**src/rtl/alu_pkg.sv**
```systemverilog
// Shared opcodes, sequencer states and flag positions for the ALU front-end.
package alu_pkg;

    localparam logic [3:0] OP_ADD = 4'b0000;
    localparam logic [3:0] OP_SUB = 4'b0001;
    localparam logic [3:0] OP_MUL = 4'b0010;
    localparam logic [3:0] OP_DIV = 4'b0011;
    localparam logic [3:0] OP_MOD = 4'b0100;
    localparam logic [3:0] OP_AND = 4'b0101;
    localparam logic [3:0] OP_OR  = 4'b0110;
    localparam logic [3:0] OP_XOR = 4'b0111;
    localparam logic [3:0] OP_SHL = 4'b1000;
    localparam logic [3:0] OP_SHR = 4'b1001;
    localparam logic [3:0] OP_MAX = 4'b1001;

    localparam int FLAG_N = 3;
    localparam int FLAG_Z = 2;
    localparam int FLAG_C = 1;
    localparam int FLAG_V = 0;

    typedef enum logic [2:0] {
        LOAD_A  = 3'd0,
        LOAD_B  = 3'd1,
        LOAD_OP = 3'd2,
        EXEC    = 3'd3,
        SHOW    = 3'd4
    } seq_state_t;

    function automatic logic is_div_op(input logic [3:0] op);
        return (op == OP_DIV) || (op == OP_MOD);
    endfunction

endpackage

```
**src/rtl/alu_operand_sequencer_if.sv**
```systemverilog
// Board-side and ALU-side signals of the operand sequencer, bundled as one bus.
interface alu_operand_sequencer_if #(parameter int N = 4);

    logic [N-1:0]   sw;
    logic [3:0]     op_sw;
    logic           btn_next;
    logic           btn_clear;
    logic [N-1:0]   alu_a;
    logic [N-1:0]   alu_b;
    logic [3:0]     alu_op;
    logic [2*N-1:0] alu_result;
    logic [3:0]     alu_flags;
    logic [2*N-1:0] result_q;
    logic [3:0]     flags_q;
    logic           result_valid;
    logic           div_by_zero;
    logic           op_error;
    logic [2:0]     state_o;

    modport master (
        input  sw, op_sw, btn_next, btn_clear, alu_result, alu_flags,
        output alu_a, alu_b, alu_op, result_q, flags_q, result_valid,
               div_by_zero, op_error, state_o
    );

    modport slave (
        output sw, op_sw, btn_next, btn_clear, alu_result, alu_flags,
        input  alu_a, alu_b, alu_op, result_q, flags_q, result_valid,
               div_by_zero, op_error, state_o
    );

endinterface

```
**src/rtl/button_debouncer.sv**
```systemverilog
// Synchronizes a raw bouncing button, debounces it and emits one pulse per accepted press.
module button_debouncer #(
    parameter int DEBOUNCE_CYCLES = 500000
) (
    input  logic clk,
    input  logic rst,
    input  logic btn_raw,
    output logic btn_pulse
);

    localparam int CNT_W = (DEBOUNCE_CYCLES > 1) ? $clog2(DEBOUNCE_CYCLES + 1) : 1;

    logic [1:0]       sync;
    logic             level;
    logic             level_d;
    logic [CNT_W-1:0] cnt;

    // Level flips only after an unbroken run of disagreeing samples; pulse lags the rise by one cycle.
    always_ff @(posedge clk) begin
        if (rst) begin
            sync      <= '0;
            level     <= 1'b0;
            level_d   <= 1'b0;
            cnt       <= '0;
            btn_pulse <= 1'b0;
        end else begin
            sync      <= {sync[0], btn_raw};
            level_d   <= level;
            btn_pulse <= level & ~level_d;
            if (sync[1] != level) begin
                if (cnt == CNT_W'(DEBOUNCE_CYCLES - 1)) begin
                    level <= sync[1];
                    cnt   <= '0;
                end else begin
                    cnt <= cnt + 1'b1;
                end
            end else begin
                cnt <= '0;
            end
        end
    end

endmodule

```
**src/rtl/alu_operand_sequencer.sv**
```systemverilog
// Steps operand A, operand B and opcode into a combinational ALU, then latches its result and flags.
module alu_operand_sequencer
    import alu_pkg::*;
#(
    parameter int N               = 4,
    parameter int DEBOUNCE_CYCLES = 500000
) (
    input logic                   clk,
    input logic                   rst,
    alu_operand_sequencer_if.master bus
);

    seq_state_t state;
    logic       next_p;
    logic       clear_p;

    button_debouncer #(.DEBOUNCE_CYCLES(DEBOUNCE_CYCLES)) u_next_db (
        .clk       (clk),
        .rst       (rst),
        .btn_raw   (bus.btn_next),
        .btn_pulse (next_p)
    );

    button_debouncer #(.DEBOUNCE_CYCLES(DEBOUNCE_CYCLES)) u_clear_db (
        .clk       (clk),
        .rst       (rst),
        .btn_raw   (bus.btn_clear),
        .btn_pulse (clear_p)
    );

    assign bus.state_o = state;

    // Clear behaves exactly like reset and wins over a coincident next press.
    always_ff @(posedge clk) begin
        if (rst || clear_p) begin
            state            <= LOAD_A;
            bus.alu_a        <= '0;
            bus.alu_b        <= '0;
            bus.alu_op       <= '0;
            bus.result_q     <= '0;
            bus.flags_q      <= '0;
            bus.result_valid <= 1'b0;
            bus.div_by_zero  <= 1'b0;
            bus.op_error     <= 1'b0;
        end else begin
            case (state)
                LOAD_A: if (next_p) begin
                    bus.alu_a <= bus.sw;
                    state     <= LOAD_B;
                end
                LOAD_B: if (next_p) begin
                    bus.alu_b <= bus.sw;
                    state     <= LOAD_OP;
                end
                LOAD_OP: if (next_p) begin
                    bus.alu_op      <= bus.op_sw;
                    bus.div_by_zero <= is_div_op(bus.op_sw) && (bus.alu_b == '0);
                    bus.op_error    <= bus.op_sw > OP_MAX;
                    state           <= EXEC;
                end
                // One settle cycle with stable ALU inputs before capturing.
                EXEC: begin
                    if (bus.op_error) begin
                        bus.result_q <= '0;
                        bus.flags_q  <= '0;
                    end else if (bus.div_by_zero) begin
                        bus.result_q <= {(2*N){1'b1}};
                        bus.flags_q  <= '0;
                    end else begin
                        bus.result_q <= bus.alu_result;
                        bus.flags_q  <= bus.alu_flags;
                    end
                    bus.result_valid <= 1'b1;
                    state            <= SHOW;
                end
                SHOW: if (next_p) begin
                    bus.result_valid <= 1'b0;
                    bus.div_by_zero  <= 1'b0;
                    bus.op_error     <= 1'b0;
                    state            <= LOAD_A;
                end
                default: state <= LOAD_A;
            endcase
        end
    end

endmodule

```
**src/flat_wrapper.sv**
```systemverilog
// flat-port wrapper written by rule: the top's interface ports become plain ports
module alu_operand_sequencer_flat import alu_pkg::*;
#(
    parameter int N               = 4,
    parameter int DEBOUNCE_CYCLES = 500000
)
  (clk, rst, bus_sw, bus_op_sw, bus_btn_next, bus_btn_clear, bus_alu_result, bus_alu_flags, bus_alu_a, bus_alu_b, bus_alu_op, bus_result_q, bus_flags_q, bus_result_valid, bus_div_by_zero, bus_op_error, bus_state_o);
  alu_operand_sequencer_if #(.N(N)) bus_i ();
  input logic clk;
  input logic rst;
  input wire logic [$bits(bus_i.sw)-1:0] bus_sw;
  input wire logic [$bits(bus_i.op_sw)-1:0] bus_op_sw;
  input wire logic [$bits(bus_i.btn_next)-1:0] bus_btn_next;
  input wire logic [$bits(bus_i.btn_clear)-1:0] bus_btn_clear;
  input wire logic [$bits(bus_i.alu_result)-1:0] bus_alu_result;
  input wire logic [$bits(bus_i.alu_flags)-1:0] bus_alu_flags;
  output wire logic [$bits(bus_i.alu_a)-1:0] bus_alu_a;
  output wire logic [$bits(bus_i.alu_b)-1:0] bus_alu_b;
  output wire logic [$bits(bus_i.alu_op)-1:0] bus_alu_op;
  output wire logic [$bits(bus_i.result_q)-1:0] bus_result_q;
  output wire logic [$bits(bus_i.flags_q)-1:0] bus_flags_q;
  output wire logic [$bits(bus_i.result_valid)-1:0] bus_result_valid;
  output wire logic [$bits(bus_i.div_by_zero)-1:0] bus_div_by_zero;
  output wire logic [$bits(bus_i.op_error)-1:0] bus_op_error;
  output wire logic [$bits(bus_i.state_o)-1:0] bus_state_o;
  assign bus_i.sw = bus_sw;
  assign bus_i.op_sw = bus_op_sw;
  assign bus_i.btn_next = bus_btn_next;
  assign bus_i.btn_clear = bus_btn_clear;
  assign bus_i.alu_result = bus_alu_result;
  assign bus_i.alu_flags = bus_alu_flags;
  assign bus_alu_a = bus_i.alu_a;
  assign bus_alu_b = bus_i.alu_b;
  assign bus_alu_op = bus_i.alu_op;
  assign bus_result_q = bus_i.result_q;
  assign bus_flags_q = bus_i.flags_q;
  assign bus_result_valid = bus_i.result_valid;
  assign bus_div_by_zero = bus_i.div_by_zero;
  assign bus_op_error = bus_i.op_error;
  assign bus_state_o = bus_i.state_o;
  alu_operand_sequencer #(.N(N), .DEBOUNCE_CYCLES(DEBOUNCE_CYCLES)) u_core (.clk(clk), .rst(rst), .bus(bus_i));
endmodule
```
**config.mk**
```make
export PLATFORM = sky130hd
export DESIGN_NAME = alu_operand_sequencer_flat
export DESIGN_NICKNAME = d
export VERILOG_FILES = /design/src/rtl/alu_pkg.sv /design/src/rtl/alu_operand_sequencer_if.sv /design/src/rtl/button_debouncer.sv /design/src/rtl/alu_operand_sequencer.sv /design/src/flat_wrapper.sv
export SDC_FILE = /design/constraint.sdc
export NUM_CORES = 1
export LEC_CHECK = 0
export ABC_AREA = 1
export BUFFER_PORTS_ARGS = -buffer_cell sky130_fd_sc_hd__buf_4
export CELL_PAD_IN_SITES_DETAIL_PLACEMENT = 0
export CELL_PAD_IN_SITES_GLOBAL_PLACEMENT = 1
export CORE_MARGIN = 2
export CORE_UTILIZATION = 29
export DETAILED_ROUTE_END_ITERATION = 8
export GPL_ROUTABILITY_DRIVEN = 0
export PLACE_DENSITY = 0.59
export SYNTH_ARGS = -nofsm -noshare
export SYNTH_HDL_FRONTEND = slang
export SYNTH_SLANG_ARGS = --single-unit
```
**constraint.sdc**
```tcl
create_clock -name clk -period 2.12 [get_ports clk]
set_input_delay 0.424 -clock clk [delete_from_list [all_inputs] [get_ports clk]]
set_output_delay 0.424 -clock clk [all_outputs]
set_load 0.005 [all_outputs]
```
==> impl_metrics.csv <==
group,metric,value,unit
outcome,status,"completed",
yosys,synth.top_cells.by_area,"dfxtp_1 (43%), nor2_1 (11%), nand2_1 (11%)",
floorplanning,coreArea,12100,sq um
routing,routedWlPerCell,11.5,microns
layout,area_delta_synth_final,23.5,%
yosys,syn_area,3590,sq um
routing,vias,3203,
setup_path,crit_arrival,1.85,ns
yosys,synth_edf_count,0,
floorplanning,dieWidth,115,microns
grt,grt_usage,13.8,%
placed_design,io_buffer_count,53,
floorplanning,initial_utilization,29.8,%
routing,drt-met1-wl,4260,microns
layout,num-nets-final,588,
routing,ant_nets,0,
routing,dr_wl_met2,3630,microns
timing,rsz0062_at_grt,"no",
yosys,ys_warn_count,0,
yosys,yosys.area.top_type,"dfxtp_1",
timing,skew,0.00646,ns
timing,worst_hold_slack,0.282,ns
routing,drt-initial-drc-count,106,
yosys,synth-seq-area-share,43.5,%
yosys,netlist_instances,505,
floorplanning,num_rows,40,
floorplanning,io_pins,54,
timing,hold_viol,0,
yosys,synth-seq-cells,78,
setup_path,critPathLaunchType,"flop",
routing,highest_layer,"met4",
grt,antenna_found_initial,0,
yosys,async_reset_ff_share,0,%
yosys,synth.distinct_cells,30,
setup_path,cp_num_buf_inv,2,
min_path,hp-class,"in2reg",
grt,grt_first_pass_wirelength,14500,microns
setup_path,end_kind,"flop",
setup_path,critPathKind,"reg2reg",
setup_path,required,2.33,ns
power_and_ir_drop,peakVddDrop,0.000337,V
routing,firstDrtPassIters,4,
cts,clockRootBuffer,"clkbuf_16",
cts,postCtsHoldBufs,0,
timing,slew_violations,0,
setup_path,cpPeakStageDelay,0.42,ns
routing,wirelength,8460,microns
timing,fmax,611,MHz
timing,finalSetupViolations,0,
routing,drc,0,
setup_path,critPathLaunch,"u_core.u_clear_db.cnt[0]",
routing,route.met3.wl,420,microns
power_and_ir_drop,p_per_area,682,nW/um^2
grt,grt_pass1_vias,3122,
layout,final_layout_size_suffix_gt1_share,17.8,%
cts,ctsResizeCount,0,
yosys,syn_avg_cell_area,7.11,sq um
setup_path,path_delay_family,"flip-flops",
floorplanning,die_h,115,microns
yosys,ys.flop_type,"dfxtp_1",
setup_path,path_cells,"ha_1 -> inv_2 -> nor2_4 -> nand2_2 -> o21bai_4 -> buf_4 -> a21oi_1",
timing,fin_crit,1.64,ns
layout,layout_common_cells,"nor2_1 (105), nand2_1 (101), dfxtp_1 (78)",
timing,timing.final.crit_share,77.2,%
cts,post_cts_buffers,0,
setup_path,r2r_start,"u_core.u_clear_db.cnt[0]",
cts,clk_latency,0.34,ns
power_and_ir_drop,leakage,1.57,nW
cts,cts.sinks,78,
cts,clockBufferDepth,2,
cts,clk_pin_slew,0.06,ns
setup_path,cp_slowest_cell,"dfxtp_1",
setup_path,cp_max_fo,18,
cts,cts_tree,"done",
grt,overflow,0,
min_path,min-delay-start,"bus_btn_clear",
grt,grt_max_degree,21,
cts,ctsHtreeMaxLevel,3,
layout,final_common_cell,"nor2_1",
routing,viasPerCell,4.36,
yosys,yosysTopAreaCellShare,43.5,%
layout,n_antenna_cell,0,
placed_design,hpwl,6280,microns
cts,numCtsBuffers,9,
timing,max_slew.worst_pin.slew,0.535,ns
power_and_ir_drop,p_total,3.03,mW
floorplanning,dieArea,13300,sq um
timing,slew_headroom,64.3,%
timing,fin_tns_setup,0,ns
run,drv_cap,0,
yosys,syn_nets,531,
## sequential cells by signal, indices dropped and copies added, names as in the netlist
signal,flops
u_core.bus.result_q,8
u_core.u_next_db.level_d,1
u_core.bus.alu_op,4
u_core.bus.alu_b,4
u_core.bus.op_error,1
u_core.u_clear_db.sync,2
u_core.u_clear_db.cnt,19
u_core.u_clear_db.btn_pulse,1
u_core.bus.flags_q,4
u_core.bus.div_by_zero,1
u_core.u_next_db.btn_pulse,1
u_core.u_next_db.cnt,19
u_core.bus.alu_a,4
u_core.bus.result_valid,1
u_core.u_clear_db.level_d,1
u_core.u_clear_db.level,1
u_core.u_next_db.level,1
u_core.u_next_db.sync,2
u_core.bus.state_o,3
## report_power, final
group | internal (mW) | switching (mW)
registers | 1.47 | 0.00249
clock network | 0.830 | 0.638
logic | 0.0419 | 0.0429
## synthesized netlist by cell type, types with 6 or more instances
cell      number
o21bai_1       8
nand2_1      101
a21oi_1       27
nand4_1        7
xnor2_1        6
dfxtp_1       78
nand3_1       33
nor2_1       105
nor3_1         7
o21ai_0       21
inv_1         51
a211oi_1       8
nor2_2        15
xor2_1         8
## worst reg2reg max path, cell delays in order (launching register included)
cell and delay, ns:
dfxtp_1 0.42, ha_1 0.33, inv_2 0.07, nor2_4 0.14, nand2_2 0.09, o21bai_4 0.10, buf_4 0.29, a21oi_1 0.07
## path summary, 6_finish.rpt
| check | endpoint | slack, ns | cells after the start |
|---|---|---|---|
| max | u_core.u_clear_db.cnt[13] | 0.48 | 7 |
| min reg2reg | u_core.u_next_db.btn_pulse | 0.39 | 1 |
| min | u_core.u_clear_db.sync[0] | 0.28 | 3 |
| max reg2reg | u_core.u_clear_db.cnt[13] | 0.48 | 7 |
## metal layers
metal / up-vias / GRT usage, %
met5: - / 0
met4: 0 / 6.02
met3: 12 / 3.27
met2: 55 / 22.4
met1: 1407 / 17.4
li1: 1729 / -
## through the flow
step	instance area [sq um]	setup WS, ns	instances	util [%]
finish	4430	0.484	735	36.8
global route	4430	0.299	735	36.8
CTS	4430	0.465	735	36.8
detailed placement	4150	0.473	719	34.4
global placement	4150	0.520	719	34.4
floorplan	3590	0.664	505	-
## area by class of cell
type / count / area (sq um)
inverters: 54 / 203
fillers: 1310 / 7630
multi-input cells: 364 / 1760
clock inverters: 6 / 46.3
flip-flops and latches: 78 / 1560
well taps: 168 / 210
repair buffers: 55 / 413
clock buffers: 10 / 239
## cell families (layout without fill, tap and decap cells)
group	Yosys count	count (layout)	synth area share, %
adder cells (fa/ha/maj)	2	2	0.697
AO/OA/AOI/OAI	68	68	11.4
flip-flops	78	78	43.5
XOR/XNOR	14	14	3.41
buffers and inverters	63	125	7.46
AND/OR/NAND/NOR	280	280	33.6
(Power assumes the default switching activity.)
